File: config.mk
export PLATFORM = sky130hd
export DESIGN_NAME = sap1_control_sequencer_flat
export DESIGN_NICKNAME = d
export VERILOG_FILES = /design/src/rtl/sap1_control_sequencer_if.sv /design/src/rtl/sap1_control_sequencer.sv /design/src/flat_wrapper.sv
export SDC_FILE = /design/constraint.sdc
export NUM_CORES = 1
export LEC_CHECK = 0
export BUFFER_PORTS_ARGS = -buffer_cell sky130_fd_sc_hd__buf_4
export CORE_UTILIZATION = 48
export DETAILED_ROUTE_END_ITERATION = 10
export PLACE_DENSITY = 0.78
export SETUP_SLACK_MARGIN = 0.1
export SLEW_MARGIN = 20
export SYNTH_ARGS = -nofsm -noshare
export SYNTH_HDL_FRONTEND = slang
export SYNTH_SLANG_ARGS = --single-unit
export TNS_END_PERCENT = 1
File: constraint.sdc
create_clock -name clk -period 1.7 [get_ports clk]
set_input_delay 0.255 -clock clk [delete_from_list [all_inputs] [get_ports clk]]
set_output_delay 0.255 -clock clk [all_outputs]
set_load 0.005 [all_outputs]
File: src/rtl/sap1_control_sequencer_if.sv
// Sequencer handshake bundle: IR opcode and run/step controls in,
// ring state, control word and halt flag out.
interface sap1_control_sequencer_if;
    logic [3:0]  opcode;
    logic        run;
    logic        step;
    logic [5:0]  t_state;
    logic [11:0] con;
    logic        halted;

    modport master (
        output opcode, run, step,
        input  t_state, con, halted
    );

    modport slave (
        input  opcode, run, step,
        output t_state, con, halted
    );
endinterface

File: src/rtl/sap1_control_sequencer.sv
// SAP-1 ring-counter controller-sequencer: T1..T6 timing states, opcode
// decode into the 12-bit datapath control word, free-run/single-step/HLT.
//
// state | meaning
// T1    | address state: PC onto bus, load MAR
// T2    | increment state: PC count
// T3    | memory state: RAM onto bus, load IR
// T4    | execute 1: opcode-dependent; HLT parks here
// T5    | execute 2: opcode-dependent
// T6    | execute 3: opcode-dependent, wraps to T1
module sap1_control_sequencer #(
    parameter logic [3:0] OP_LDA    = 4'h0,
    parameter logic [3:0] OP_ADD    = 4'h1,
    parameter logic [3:0] OP_SUB    = 4'h2,
    parameter logic [3:0] OP_OUT    = 4'hE,
    parameter logic [3:0] OP_HLT    = 4'hF,
    parameter int         SKIP_IDLE = 0
) (
    input  logic                            clk,
    input  logic                            rst,
    sap1_control_sequencer_if.slave         bus
);
    typedef enum logic [5:0] {
        T1 = 6'b000001,
        T2 = 6'b000010,
        T3 = 6'b000100,
        T4 = 6'b001000,
        T5 = 6'b010000,
        T6 = 6'b100000
    } ring_e;

    localparam logic [11:0] CON_IDLE   = 12'h3E3;
    localparam logic [11:0] CON_FETCH1 = 12'h5E3;
    localparam logic [11:0] CON_FETCH2 = 12'hBE3;
    localparam logic [11:0] CON_FETCH3 = 12'h263;
    localparam logic [11:0] CON_MAR_IR = 12'h1A3;
    localparam logic [11:0] CON_LDA_T5 = 12'h2C3;
    localparam logic [11:0] CON_ALU_T5 = 12'h2E1;
    localparam logic [11:0] CON_ADD_T6 = 12'h3C7;
    localparam logic [11:0] CON_SUB_T6 = 12'h3CF;
    localparam logic [11:0] CON_OUT_T4 = 12'h3F2;

    ring_e       state_q, state_d;
    logic        halted_q, halted_d;
    logic        step_q;
    logic        adv;
    logic        is_undef;
    logic        skip_now;
    logic [11:0] con_w;

    always_comb begin
        adv      = ~halted_q & (bus.run | (bus.step & ~step_q));
        is_undef = (bus.opcode != OP_LDA) && (bus.opcode != OP_ADD) &&
                   (bus.opcode != OP_SUB) && (bus.opcode != OP_OUT) &&
                   (bus.opcode != OP_HLT);
        skip_now = (SKIP_IDLE != 0) &&
                   (((bus.opcode == OP_LDA) && (state_q == T5)) ||
                    ((bus.opcode == OP_OUT) && (state_q == T4)) ||
                    (is_undef && (state_q == T3)));
        state_d  = state_q;
        halted_d = halted_q;
        if (!halted_q) begin
            // HLT latches at T4 without needing a step, and parks the ring there.
            if ((state_q == T4) && (bus.opcode == OP_HLT)) begin
                halted_d = 1'b1;
            end else if (adv) begin
                if (skip_now) begin
                    state_d = T1;
                end else begin
                    state_d = ring_e'({state_q[4:0], state_q[5]});
                end
            end
        end
    end

    always_ff @(posedge clk) begin
        if (rst) begin
            state_q  <= T1;
            halted_q <= 1'b0;
            step_q   <= 1'b0;
        end else begin
            state_q  <= state_d;
            halted_q <= halted_d;
            step_q   <= bus.step;
        end
    end

    always_comb begin
        con_w = CON_IDLE;
        unique case (state_q)
            T1: con_w = CON_FETCH1;
            T2: con_w = CON_FETCH2;
            T3: con_w = CON_FETCH3;
            T4: begin
                if ((bus.opcode == OP_LDA) || (bus.opcode == OP_ADD) || (bus.opcode == OP_SUB))
                    con_w = CON_MAR_IR;
                else if (bus.opcode == OP_OUT)
                    con_w = CON_OUT_T4;
            end
            T5: begin
                if (bus.opcode == OP_LDA)
                    con_w = CON_LDA_T5;
                else if ((bus.opcode == OP_ADD) || (bus.opcode == OP_SUB))
                    con_w = CON_ALU_T5;
            end
            T6: begin
                if (bus.opcode == OP_ADD)
                    con_w = CON_ADD_T6;
                else if (bus.opcode == OP_SUB)
                    con_w = CON_SUB_T6;
            end
            default: con_w = CON_IDLE;
        endcase
        // Reset and halt both force every enable inactive, independent of state.
        if (rst || halted_q)
            con_w = CON_IDLE;
    end

    assign bus.t_state = state_q;
    assign bus.con     = con_w;
    assign bus.halted  = halted_q;
endmodule

File: src/flat_wrapper.sv
// flat-port wrapper written by rule: the top's interface ports become plain ports
module sap1_control_sequencer_flat 
#(
    parameter logic [3:0] OP_LDA    = 4'h0,
    parameter logic [3:0] OP_ADD    = 4'h1,
    parameter logic [3:0] OP_SUB    = 4'h2,
    parameter logic [3:0] OP_OUT    = 4'hE,
    parameter logic [3:0] OP_HLT    = 4'hF,
    parameter int         SKIP_IDLE = 0
)
  (clk, rst, bus_opcode, bus_run, bus_step, bus_t_state, bus_con, bus_halted);
  sap1_control_sequencer_if bus_i ();
  input  logic clk;
  input  logic rst;
  input wire logic [$bits(bus_i.opcode)-1:0] bus_opcode;
  input wire logic [$bits(bus_i.run)-1:0] bus_run;
  input wire logic [$bits(bus_i.step)-1:0] bus_step;
  output wire logic [$bits(bus_i.t_state)-1:0] bus_t_state;
  output wire logic [$bits(bus_i.con)-1:0] bus_con;
  output wire logic [$bits(bus_i.halted)-1:0] bus_halted;
  assign bus_i.opcode = bus_opcode;
  assign bus_i.run = bus_run;
  assign bus_i.step = bus_step;
  assign bus_t_state = bus_i.t_state;
  assign bus_con = bus_i.con;
  assign bus_halted = bus_i.halted;
  sap1_control_sequencer #(.OP_LDA(OP_LDA), .OP_ADD(OP_ADD), .OP_SUB(OP_SUB), .OP_OUT(OP_OUT), .OP_HLT(OP_HLT), .SKIP_IDLE(SKIP_IDLE)) u_core (.clk(clk), .rst(rst), .bus(bus_i));
endmodule
# Word-level counts from Yosys, hierarchy flattened
# Cells that the tools add are included.
# word_totals
ff_bits	8
latchBits	0
ram_bits	0
mem_bits_ro	0
in_bits	8
memories	0
# classes
n_addsub	0
n_mul	0
n_div	0
magnitude_cmp	0
n_eq_ne	10
shift	0
muxes	10
n_bitwise	6
reduce_logical	7
# op_table
op	count
12-bit one-hot mux with 6 select lines	1
12-bit 2-to-1 mux	4
9-bit 2-to-1 mux	1
4-bit equality test, second input constant	2
6-bit by 1-bit equality test with 1-bit output, second input constant	1
6-bit by 2-bit equality test with 1-bit output, second input constant	1
6-bit by 3-bit equality test with 1-bit output, second input constant	1
6-bit by 4-bit equality test with 1-bit output, second input constant	1
6-bit by 5-bit equality test with 1-bit output, second input constant	1
6-bit equality test, second input constant	1
6-bit 2-to-1 mux	1
5-bit 2-to-1 mux	1
4-bit by 1-bit equality test with 1-bit output, second input constant	1
4-bit by 2-bit equality test with 1-bit output, second input constant	1
4-bit zero test	1
1-bit logical OR	4
1-bit NOT	3
3-bit AND reduction	1
1-bit AND	2
1-bit 2-to-1 mux	2
1-bit logical AND	1
1-bit bitwise OR	1

# Depth between registers and ports, before layout
# depth
ltp_word	6
depth_mapped	6
ltp_nobuf	5

# Worst setup path after synthesis
# No wires, ideal clock.
# synth_timing
path_kind	reg-to-output
from	register u_core.state_q[4] (netlist: u_core.bus.t_state[4])
to	output port bus_con[5]
arrival_time_ns	1.337
slack_ns	0.108
path_stages_with_launch	7
n_path_buf	1
path_cell_list	dfxtp_1 buf_1 nor3_2 nand2_1 o21ai_0 o41ai_1 nand3_1
# synth_via
elab_chain_len	3
elab_cells_between_ends	8
classes_between	6 x eq/ne; 2 x mux
# synth_rtl
element	line	source
from (decl)	sap1_control_sequencer.sv:43	ring_e state_q, state_d;
from (signal assigned)	sap1_control_sequencer.sv:82	state_q <= state_d;
6-bit equality test (tied with other cells)	sap1_control_sequencer.sv:90	unique case (state_q)
12-bit one-hot mux with 6 select lines (*)	sap1_control_sequencer.sv:90	
12-bit 2-to-1 mux (*)	sap1_control_sequencer.sv:115	if (rst || halted_q)
to (decl)	flat_wrapper.sv:19	output wire logic [$bits(bus_i.con)-1:0] bus_con;
# Every way passes the cells marked *; elsewhere a longest branch is shown, timed or not.

# Final worst setup path
# layout_timing
from	register u_core.state_q[0] (netlist: u_core.bus.t_state[0])
to	output port bus_con[1]
# The elaborated chain is that of the path after synthesis.

==> metrics.log <==
INFO  metric dieHeight = 41.12 microns
INFO  metric fillers = 64
INFO  metric layout_min_cycle_time = 1877 ps
INFO  metric nNetsFinal = 155
INFO  metric groute.usage.overall = 29.58%
INFO  metric chipWidth = 41.12 microns
INFO  metric total_internal_power = 394.5 uW
INFO  metric synth_cells = 103
INFO  metric yosysUniqueCellTypes = 37
INFO  metric min-delay-path-class = input port to flop
INFO  metric sequentialPowerShare = 35.8%
INFO  metric synth-seq-area-share = 21.81%
INFO  metric placer_congestion_estimate = 0.8639
INFO  metric antenna_violations_before_repair = 0
INFO  metric placed_cells = 149
INFO  metric cts-htree-levels = 1
INFO  metric detailedPlace.worstSlack = -137.3 ps
INFO  metric pin_count_of_the_biggest_net_entering_global_routing = 11
INFO  metric max_cap_viol_count = 0
INFO  metric switching_share = 33.76%
INFO  metric violated_checks = negative setup slack
INFO  metric combinationalPowerShare = 39.8%
INFO  metric max_freq = 0.5329 GHz
INFO  metric syn_area = 734.5 sq um
INFO  metric seqCellArea = 181.4 sq um
INFO  metric drtPass1Iterations = 4
INFO  metric cts_tree = built
INFO  metric post-route-util = 88.92%
INFO  metric synthesis.nets = 111
INFO  metric final_cells = 160
INFO  metric fin_crit_sh = 110.4%
INFO  metric placementRows = 13
INFO  metric yosysWarnings = 0
INFO  metric yosysTopAreaCellShare = 21.81%
INFO  metric layout.cells.most_common = sky130_fd_sc_hd__buf_4
INFO  metric layout_common_cells = sky130_fd_sc_hd__buf_4 (47), sky130_fd_sc_hd__nor2_1 (13), sky130_fd_sc_hd__nand2_1 (10)
INFO  metric criticalPathCategory = flop to output port
INFO  metric post-dp-hpwl = 1.481 mm
INFO  metric number_of_global_route_vias_before_repair = 776
INFO  metric synth_area_leader_cell = sky130_fd_sc_hd__dfxtp_1
INFO  metric crit_path_max_fanout = 6
INFO  metric number_of_antenna_cells_inserted = 0
INFO  metric worst_setup_hold_path_clk_slew = 50 ps
INFO  metric rsz0062_at_grt = yes
INFO  metric max-slew-margin-rel = 65.20%
INFO  metric synthArstFlopShare = 0%
INFO  metric dominantRegCellSynth = sky130_fd_sc_hd__dfxtp_1
INFO  metric setup_violations = 9
INFO  metric timing_hold_violations_final = 0
INFO  metric tightest_slew = 522.1 ps
INFO  metric area_of_the_core = 0.001366 sq mm
INFO  metric place.port_buffers = 26
INFO  metric clkLatencyLatePin = 260 ps
INFO  metric synth_enable_flop_cells = 0
INFO  metric clock_skew = 1.644 ps
INFO  metric die-area = 0.001690 sq mm
INFO  metric total_power = 595.5 uW
INFO  metric drc = 0
INFO  metric routedWlPerCell = 17.68 microns
INFO  metric cts-hold-fix-buffers = 0
INFO  metric critPathLaunchType = flop
INFO  metric slew_viol_final = 0
INFO  metric layout_setup_ws = -176.7 ps
INFO  metric layout-area-overhead-vs-synth = 65.42%
INFO  metric floorplan.initialDensity = 53.75%
INFO  metric antenna_violating_nets_post_route = 0
INFO  metric synth.ff_latch_count = 8
INFO  metric cp_data_arrival_time = 1620 ps
INFO  metric cts.sink_count = 8
INFO  metric pwr_density_cell = 490.2 mW/mm^2
INFO  metric syn-mean-instance-area = 7.131 sq um
INFO  metric status = finished with violations
INFO  metric share_clk_of_total_power = 24.5%
INFO  metric design_area = 0.001215 sq mm
INFO  metric first_pass_grt_wire_length = 3.215 mm
INFO  metric synth_top_cells_by_area = sky130_fd_sc_hd__dfxtp_1 (22%), sky130_fd_sc_hd__nor2_1 (7.2%), sky130_fd_sc_hd__mux2i_1 (6.8%), sky130_fd_sc_hd__nand2_1 (5.6%), sky130_fd_sc_hd__nand3_1 (4.8%)
INFO  metric multi_input_gate_area = 624.3 sq um
INFO  metric number_of_buffers_on_the_longest_clock_path = 2
INFO  metric top_level_ports = 27
INFO  metric wl = 2.828 mm
INFO  metric grt_remaining_overflow = 0
INFO  metric cp.required = 1440 ps
INFO  metric power.net_switching = 201.0 uW
INFO  metric vdd.ir_drop.worst = 0.4668 mV
INFO  metric vias = 1011
INFO  metric drt-initial-drc-count = 44
INFO  metric post_dp_cell_area = 0.001011 sq mm
INFO  metric power_leakage = 0.5149 nW
INFO  metric clock_tree.root_cell = sky130_fd_sc_hd__clkbuf_4
INFO  metric endpoint_kind = output port
INFO  metric tritoncts.num_buffers = 3
INFO  metric post_dr_vias_cell = 6.319
INFO  metric final_layout_size_suffix_gt1_share = 54.48%
==> flip-flops by register name, summed over array words and instances, names as in the netlist <==
| name | cells |
|---|---|
| u_core.bus.t_state | 6 |
| u_core.bus.halted | 1 |
| u_core.step_q | 1 |
==> through the flow <==
step	TNS [ps]	hold WS [ps]
floorplan	0	383.2
detailed placement	-372.4	487.0
global route	-1608	237.0
finish	-1028	219.0
CTS	-761.3	215.9
global placement	-125.0	484.7
==> cell type report <==
class,count,area share [%]
inverters,1,0.3090
well taps,15,1.545
flip-flops and latches,8,14.93
repair buffers,48,29.97
multi-input cells,85,51.39
clock buffers,3,1.854
==> what timing repair did <==
| action | in CTS | in global routing |
|---|---|---|
| endpoints found under the setup margin | 17 | 17 |
| endpoints found under the hold margin | 0 | 0 |
| setup buffers | 3 | 5 |
| resized for setup | 19 | 17 |
| pin swaps | 5 | 12 |
==> power groups by stage <==
| stage | clock network [mW] | logic (mW) | registers (mW) |
|---|---|---|---|
| after global routing | 0.164 | 0.248 | 0.214 |
| after floorplan | 0 | 0.106 | 0.208 |
| after detailed placement | 0 | 0.173 | 0.217 |
| after global placement | 0 | 0.170 | 0.217 |
| after CTS | 0.152 | 0.196 | 0.213 |
| final | 0.146 | 0.237 | 0.213 |
==> cell usage after synthesis (2+ instances only) <==
cell / count
sky130_fd_sc_hd__a211oi_1: 2
sky130_fd_sc_hd__a21oi_1: 4
sky130_fd_sc_hd__clkbuf_1: 6
sky130_fd_sc_hd__dfxtp_1: 8
sky130_fd_sc_hd__mux2i_1: 5
sky130_fd_sc_hd__nand2_1: 11
sky130_fd_sc_hd__nand3_1: 7
sky130_fd_sc_hd__nor2_1: 14
sky130_fd_sc_hd__nor2b_1: 3
sky130_fd_sc_hd__nor3_1: 4
sky130_fd_sc_hd__nor3b_1: 2
sky130_fd_sc_hd__nor4_1: 4
sky130_fd_sc_hd__o21ai_0: 5
sky130_fd_sc_hd__o21ai_1: 2
sky130_fd_sc_hd__or3_1: 3
sky130_fd_sc_hd__xor2_1: 2
==> worst max-delay path: stages (launching register included) <==
cell,delay (ps)
sky130_fd_sc_hd__dfxtp_4,370
sky130_fd_sc_hd__or3_4,420
sky130_fd_sc_hd__a21o_1,200
sky130_fd_sc_hd__a21boi_2,130
sky130_fd_sc_hd__o21ai_1,70
sky130_fd_sc_hd__nand2_1,60
sky130_fd_sc_hd__buf_4,100
==> kinds of logic after synthesis <==
kind of cell	count (synthesis)	synth area share (%)
buffers and inverters	10	6.301
multiplexers	5	6.815
flip-flops	8	21.81
AND/OR/NAND/NOR	56	41.06
AO/OA/AOI/OAI	21	20.45
XOR/XNOR	3	3.578
==> worst paths after layout <==
kind / cells past startpoint / slack [ps] / to / startpoint
hold / removal: 2 / 220 / u_core.step_q / bus_step
hold reg to reg: 2 / 610 / u_core.bus.t_state[4] / u_core.bus.t_state[3]
setup / recovery: 6 / -180 / bus_con[1] / u_core.bus.t_state[0]
setup reg to reg: 6 / 10 / u_core.bus.t_state[3] / u_core.bus.t_state[2]
==> layer usage <==
metal	wire length [microns]	global-route usage (%)	part of all wire (%)	vias up
li1	-	-	-	458
met2	1410	50.78	50	65
met3	214	9.239	7.6	12
met4	103	11.29	3.6	0
met1	1100	33.77	39	476
met5	0	0	0	-
Power figures use the tool's default switching activity.
